--- src/rtl/rps_pkg.sv ---
// Shared encodings for the rock-paper-scissors match block: moves, round results and FSM states.
package rps_pkg;

    typedef enum logic [1:0] {
        SCISSORS = 2'b00,
        ILLEGAL  = 2'b01,
        PAPER    = 2'b10,
        ROCK     = 2'b11
    } move_t;

    typedef enum logic [1:0] {
        NONE  = 2'b00,
        A_WIN = 2'b01,
        B_WIN = 2'b10,
        TIE   = 2'b11
    } result_t;

    typedef enum logic [1:0] {
        COLLECT = 2'b00,
        JUDGE   = 2'b01,
        REPORT  = 2'b10,
        DONE    = 2'b11
    } state_t;

endpackage

--- src/rtl/rps_judge.sv ---
// Purely combinational judge: maps a pair of legal moves to the round outcome.
module rps_judge
    import rps_pkg::*;
(
    input  move_t   a_move,
    input  move_t   b_move,
    output result_t result
);

    always_comb begin
        result = B_WIN;
        if (a_move == b_move) begin
            result = TIE;
        end else if ((a_move == ROCK     && b_move == SCISSORS) ||
                     (a_move == PAPER    && b_move == ROCK)     ||
                     (a_move == SCISSORS && b_move == PAPER)) begin
            result = A_WIN;
        end
    end

endmodule

--- src/rtl/rps_match.sv ---
// Rock-paper-scissors match controller: collects moves, judges rounds, keeps score to WINS_TO_MATCH.
// Define RPS_LFSR_OPPONENT_EN to replace player B's ports with an internal 8-bit LFSR opponent.
module rps_match
    import rps_pkg::*;
#(
    parameter int WINS_TO_MATCH = 3,
    parameter int SCORE_W       = 4
) (
    input  logic               clk,
    input  logic               rst,
    input  logic [1:0]         a_move,
    input  logic               a_valid,
    input  logic [1:0]         b_move,
    input  logic               b_valid,
    input  logic               new_match,
    output logic               round_ready,
    output logic               bad_move,
    output logic               result_valid,
    output logic [1:0]         round_result,
    output logic [SCORE_W-1:0] score_a,
    output logic [SCORE_W-1:0] score_b,
    output logic               match_over,
    output logic               match_winner
);

    localparam logic [SCORE_W-1:0] WIN_SCORE = SCORE_W'(WINS_TO_MATCH);
    localparam logic [SCORE_W-1:0] MAX_SCORE = '1;

    state_t     state;
    state_t     state_next;
    move_t      a_held_move;
    move_t      b_held_move;
    logic       a_held;
    logic       b_held;
    result_t    judged;
    logic [1:0] b_src_move;
    logic       b_src_valid;
    logic       a_take;
    logic       b_take;
    logic       a_bad;
    logic       b_bad;

`ifdef RPS_LFSR_OPPONENT_EN
    logic [7:0] lfsr;
    logic       unused_b_ports;

    assign unused_b_ports = ^{b_move, b_valid};

    // Free-running opponent; its move is drawn whenever A's move is accepted
    always_ff @(posedge clk or posedge rst) begin
        if (rst) begin
            lfsr <= 8'hA5;
        end else begin
            lfsr <= {lfsr[6:0], lfsr[7] ^ lfsr[5] ^ lfsr[4] ^ lfsr[3]};
        end
    end

    assign b_src_move  = (lfsr[1:0] == ILLEGAL) ? ROCK : lfsr[1:0];
    assign b_src_valid = a_take;
    assign b_bad       = 1'b0;
`else
    assign b_src_move  = b_move;
    assign b_src_valid = b_valid;
    assign b_bad       = round_ready && b_valid && !b_held && (b_move == ILLEGAL);
`endif

    assign round_ready = (state == COLLECT);
    assign match_over  = (state == DONE);

    // A player that already holds a move ignores everything, including illegal offers
    assign a_take = round_ready && a_valid && !a_held && (a_move != ILLEGAL);
    assign a_bad  = round_ready && a_valid && !a_held && (a_move == ILLEGAL);
    assign b_take = round_ready && b_src_valid && !b_held && (b_src_move != ILLEGAL);

    rps_judge u_judge (
        .a_move (a_held_move),
        .b_move (b_held_move),
        .result (judged)
    );

    always_ff @(posedge clk or posedge rst) begin
        if (rst) begin
            state <= COLLECT;
        end else begin
            state <= state_next;
        end
    end

    // REPORT sees the already-updated scores, so the match decision is made there
    always_comb begin
        state_next = state;
        unique case (state)
            COLLECT: if (a_held && b_held) state_next = JUDGE;
            JUDGE:   state_next = REPORT;
            REPORT:  state_next = (score_a == WIN_SCORE || score_b == WIN_SCORE) ? DONE : COLLECT;
            DONE:    state_next = DONE;
            default: state_next = COLLECT;
        endcase
        if (new_match) begin
            state_next = COLLECT;
        end
    end

    always_ff @(posedge clk or posedge rst) begin
        if (rst) begin
            a_held       <= 1'b0;
            b_held       <= 1'b0;
            a_held_move  <= SCISSORS;
            b_held_move  <= SCISSORS;
            score_a      <= '0;
            score_b      <= '0;
            result_valid <= 1'b0;
            round_result <= NONE;
            bad_move     <= 1'b0;
            match_winner <= 1'b0;
        end else begin
            result_valid <= 1'b0;
            round_result <= NONE;
            bad_move     <= a_bad || b_bad;
            if (new_match) begin
                a_held       <= 1'b0;
                b_held       <= 1'b0;
                score_a      <= '0;
                score_b      <= '0;
                match_winner <= 1'b0;
            end else begin
                if (a_take) begin
                    a_held      <= 1'b1;
                    a_held_move <= move_t'(a_move);
                end
                if (b_take) begin
                    b_held      <= 1'b1;
                    b_held_move <= move_t'(b_src_move);
                end
                if (state == JUDGE) begin
                    result_valid <= 1'b1;
                    round_result <= judged;
                    if (judged == A_WIN && score_a != MAX_SCORE) begin
                        score_a <= score_a + 1'b1;
                    end
                    if (judged == B_WIN && score_b != MAX_SCORE) begin
                        score_b <= score_b + 1'b1;
                    end
                end
                if (state == REPORT) begin
                    a_held <= 1'b0;
                    b_held <= 1'b0;
                    if (state_next == DONE) begin
                        match_winner <= (score_b == WIN_SCORE);
                    end
                end
            end
        end
    end

endmodule
--- config.mk ---
export PLATFORM = sky130hd
export DESIGN_NAME = rps_match
export DESIGN_NICKNAME = d
export VERILOG_FILES = /design/src/rtl/rps_pkg.sv /design/src/rtl/rps_judge.sv /design/src/rtl/rps_match.sv
export SDC_FILE = /design/constraint.sdc
export NUM_CORES = 1
export LEC_CHECK = 0
export ABC_AREA = 1
export BUFFER_PORTS_ARGS = -buffer_cell sky130_fd_sc_hd__clkbuf_2
export CAP_MARGIN = 20
export CORE_MARGIN = 5
export CORE_UTILIZATION = 57
export CTS_BUF_LIST = sky130_fd_sc_hd__clkbuf_16
export CTS_CLUSTER_DIAMETER = 30
export DETAILED_ROUTE_END_ITERATION = 6
export PLACE_DENSITY = 0.82
export SYNTH_ARGS = -nofsm -noshare
export SYNTH_HDL_FRONTEND = slang
export SYNTH_HIERARCHICAL = 1
export SYNTH_SLANG_ARGS = --single-unit
--- constraint.sdc ---
create_clock -name clk -period 3.4 [get_ports clk]
set_clock_uncertainty 0.15 [all_clocks]
set_input_delay 0.68 -clock clk [delete_from_list [all_inputs] [get_ports clk]]
set_output_delay 0.68 -clock clk [all_outputs]
set_load 0.05 [all_outputs]
==> results.json <==
{
  "worst_r2r_startpoint": "b_held_move[1]$_DFFE_PP0P_",
  "setup-violations-final": 0,
  "cts_tree": "done",
  "initial_core_util_pct": 59.8,
  "std_cell_rows": 16,
  "setup.worst_path.end_class": "primary output",
  "synth_fp_nets": 164,
  "number_of_antenna_violations_at_the_first_check_in_global_routing": 0,
  "timing.critical_path.required_ns": 2.57,
  "final_report_max_slew_violation_count": 0,
  "number_of_filler_instances_in_the_final_layout": 156,
  "outcome": "completed",
  "dp_worst_setup_slack_ns": 1.36,
  "path_class": "reg -> out",
  "routed_via_density": 5.25,
  "max_clock_freq_mhz": 496,
  "area_share_of_the_leading_cell_type_in_the_synthesized_netlist_pct": 44.3,
  "cts_made_buffers": 3,
  "top_post_synthesis_cells_by_area": "dfrtp_1, nand2_1, nand3_1",
  "dr.pass1.iters": 4,
  "insertion_delay_ns": 0.25,
  "tritoncts_num_sinks": 21,
  "layout-area-overhead-vs-synth_pct": 18.6,
  "fin_nets": 190,
  "grt.total_usage_pct": 17.8,
  "postSynthCellCount": 153,
  "root_buffer": "clkbuf_16",
  "worstReg2RegEnd": "score_b[1]$_DFFE_PP0P_",
  "timing.critical_path.fanout_max": 5,
  "hpwl_um": 1910,
  "io_buffer_count": 23,
  "number_of_global_route_vias_before_repair": 1055,
  "postCtsSetupRepairBufs": 0,
  "avgRoutedWirePerCell_um": 12.1,
  "grt-ovfl-total": 0,
  "cp_data_arrival_time_ns": 1.19,
  "cp-start-kind": "flip-flop",
  "synth-main-ff-cell": "dfrtp_1",
  "initial_drc_count": 28,
  "drive_gt1_share_pct": 23.0,
  "postRouteAntennaNets": 0,
  "route.detailed.drc": 0,
  "number_of_vias_after_detailed_routing": 1076,
  "post-synth-top-count-cell": "nand2_1",
  "synth_cell_types": 23,
  "route.final.wire_length_um": 2470,
  "netlist_area_before_placement_um2": 1190,
  "ff2ff_path_depth": 11,
  "synth-async-reset-ratio_pct": 100,
  "period_minus_slack_ns": 2.02,
  "register_area_um2": 526,
  "smallest_setup_slack_after_layout_ns": 1.38,
  "io_pins": 24,
  "post-route-period-util_pct": 59.3,
  "dieHeight_um": 55.6,
  "slew_of_the_pin_with_the_lowest_slew_margin_ns": 0.766,
  "timing_hold_violations_final": 0,
  "power_per_cell_area_nw_per_um2": 518,
  "timing.slew.headroom_pct": 48.9,
  "clk_pin_slew_ns": 0.06,
  "postSynthRegisterBits": 21,
  "yosys_warnings": 6,
  "yosys-top-cells-count": "nand2_1, dfrtp_1, inv_1",
  "vdd_drop_max_v": 0.000321,
  "clock_tree.buffer_depth": 2,
  "cts_resized": 0,
  "gp_congestion": 0.724,
  "holdBufCountCts": 0,
  "finish.utilization_pct": 71.0,
  "max_cap_violations": 0,
  "rrSetupSlack_ns": 1.64,
  "finalSetupTns_ns": 0,
  "fin_worst_hold_slack_ns": 0.390,
  "total_leakage_power_uw": 0.000765,
  "die_w_um": 55.6,
  "synth_largest_area_cell": "dfrtp_1",
  "maximum_number_of_pins_on_one_net_before_global_route_repair": 22,
  "dieArea_um2": 3090,
  "seq_area_frac_synth_pct": 44.3,
  "post_synth_edffs": 0,
  "grt_setup_unrepaired": "false",
  "antenna-diode-count": 0,
  "syn-mean-instance-area_um2": 7.75,
  "hp-class": "in -> async",
  "design.core.area_um2": 1980,
  "global_route_wire_length_before_repair_um": 4510,
  "cts_max_level": 1,
  "multiInputGateArea_um2": 569
}
[worst max-delay path: stages (launching register included)]
cell      delay (ns)
dfrtp_1         0.49
nand2_1         0.10
inv_1           0.08
clkbuf_2        0.27
[per-layer routing]
metal	GRT usage [%]	up-vias	routed length, µm
met4	6.25	0	12
met1	21.6	507	1080
met3	3.25	2	118
met5	0	-	0
met2	31.4	31	1260
li1	-	536	-
[worst max path at each step]
stage,from,endpoint,slack [ns],depth (start not counted)
2_1_floorplan,state[1]$_DFF_PP0_,match_over,1.72,2
3_3_place_gp,new_match,a_held$_DFFE_PP0P_,1.44,4
3_5_place_dp,new_match,a_held$_DFFE_PP0P_,1.36,4
4_1_cts,state[1]$_DFF_PP0_,match_over,1.38,3
5_1_grt,state[1]$_DFF_PP0_,match_over,1.33,3
6_report,state[1]$_DFF_PP0_,match_over,1.38,3
[kinds of logic (layout without fill, tap and decap cells)]
family / count (synthesis) / count (layout) / share of synthesized area, %
AO/OA/AOI/OAI: 12 / 12 / 5.59
XOR/XNOR: 2 / 2 / 1.48
adder cells (fa/ha/maj): 2 / 2 / 2.11
buffers and inverters: 24 / 49 / 7.70
flip-flops: 21 / 21 / 44.3
AND/OR/NAND/NOR: 92 / 92 / 38.8
[through the flow]
step / instances / power [µW] / cell area [µm²]
4_1_cts: 205 / 734 / 1410
5_1_grt: 205 / 765 / 1410
3_3_place_gp: 201 / 472 / 1330
3_5_place_dp: 201 / 484 / 1330
6_report: 205 / 728 / 1410
2_1_floorplan: 153 / 440 / 1190
[placed cells by master (no fill, tap or decap), drive strengths merged]
cell type	n
a21oi	4
a31oi	1
clkbuf	26
clkinv	1
dfrtp	21
ha	2
inv	22
nand2	46
nand3	17
nand4	4
nor2	22
nor3	3
o21ai	6
o21ba	1
xnor2	2
[sequential cells by signal (all words and copies together) (netlist names)]
| signal | flops |
|---|---|
| score_a | 4 |
| score_b | 4 |
| a_held_move | 2 |
| b_held_move | 2 |
| round_result | 2 |
| state | 2 |
| a_held | 1 |
| b_held | 1 |
| bad_move | 1 |
| match_winner | 1 |
| result_valid | 1 |
[final cells by class]
type	instances	share of cell area (%)
Clock buffer	3	5.34
Clock inverter	1	0.356
Inverter	22	5.87
Multi-Input combinational cell	108	40.5
Sequential cell	21	37.4
Tap cell	27	2.40
Timing Repair Buffer	23	8.19
[report_power, final]
group / switching [µW] / total [µW] / internal (µW)
logic: 125 / 173 / 48.8
clock network: 90.3 / 248 / 158
registers: 33.2 / 307 / 273
total: 248 / 728 / 480
No activity file was read; power rests on OpenSTA's default activity.
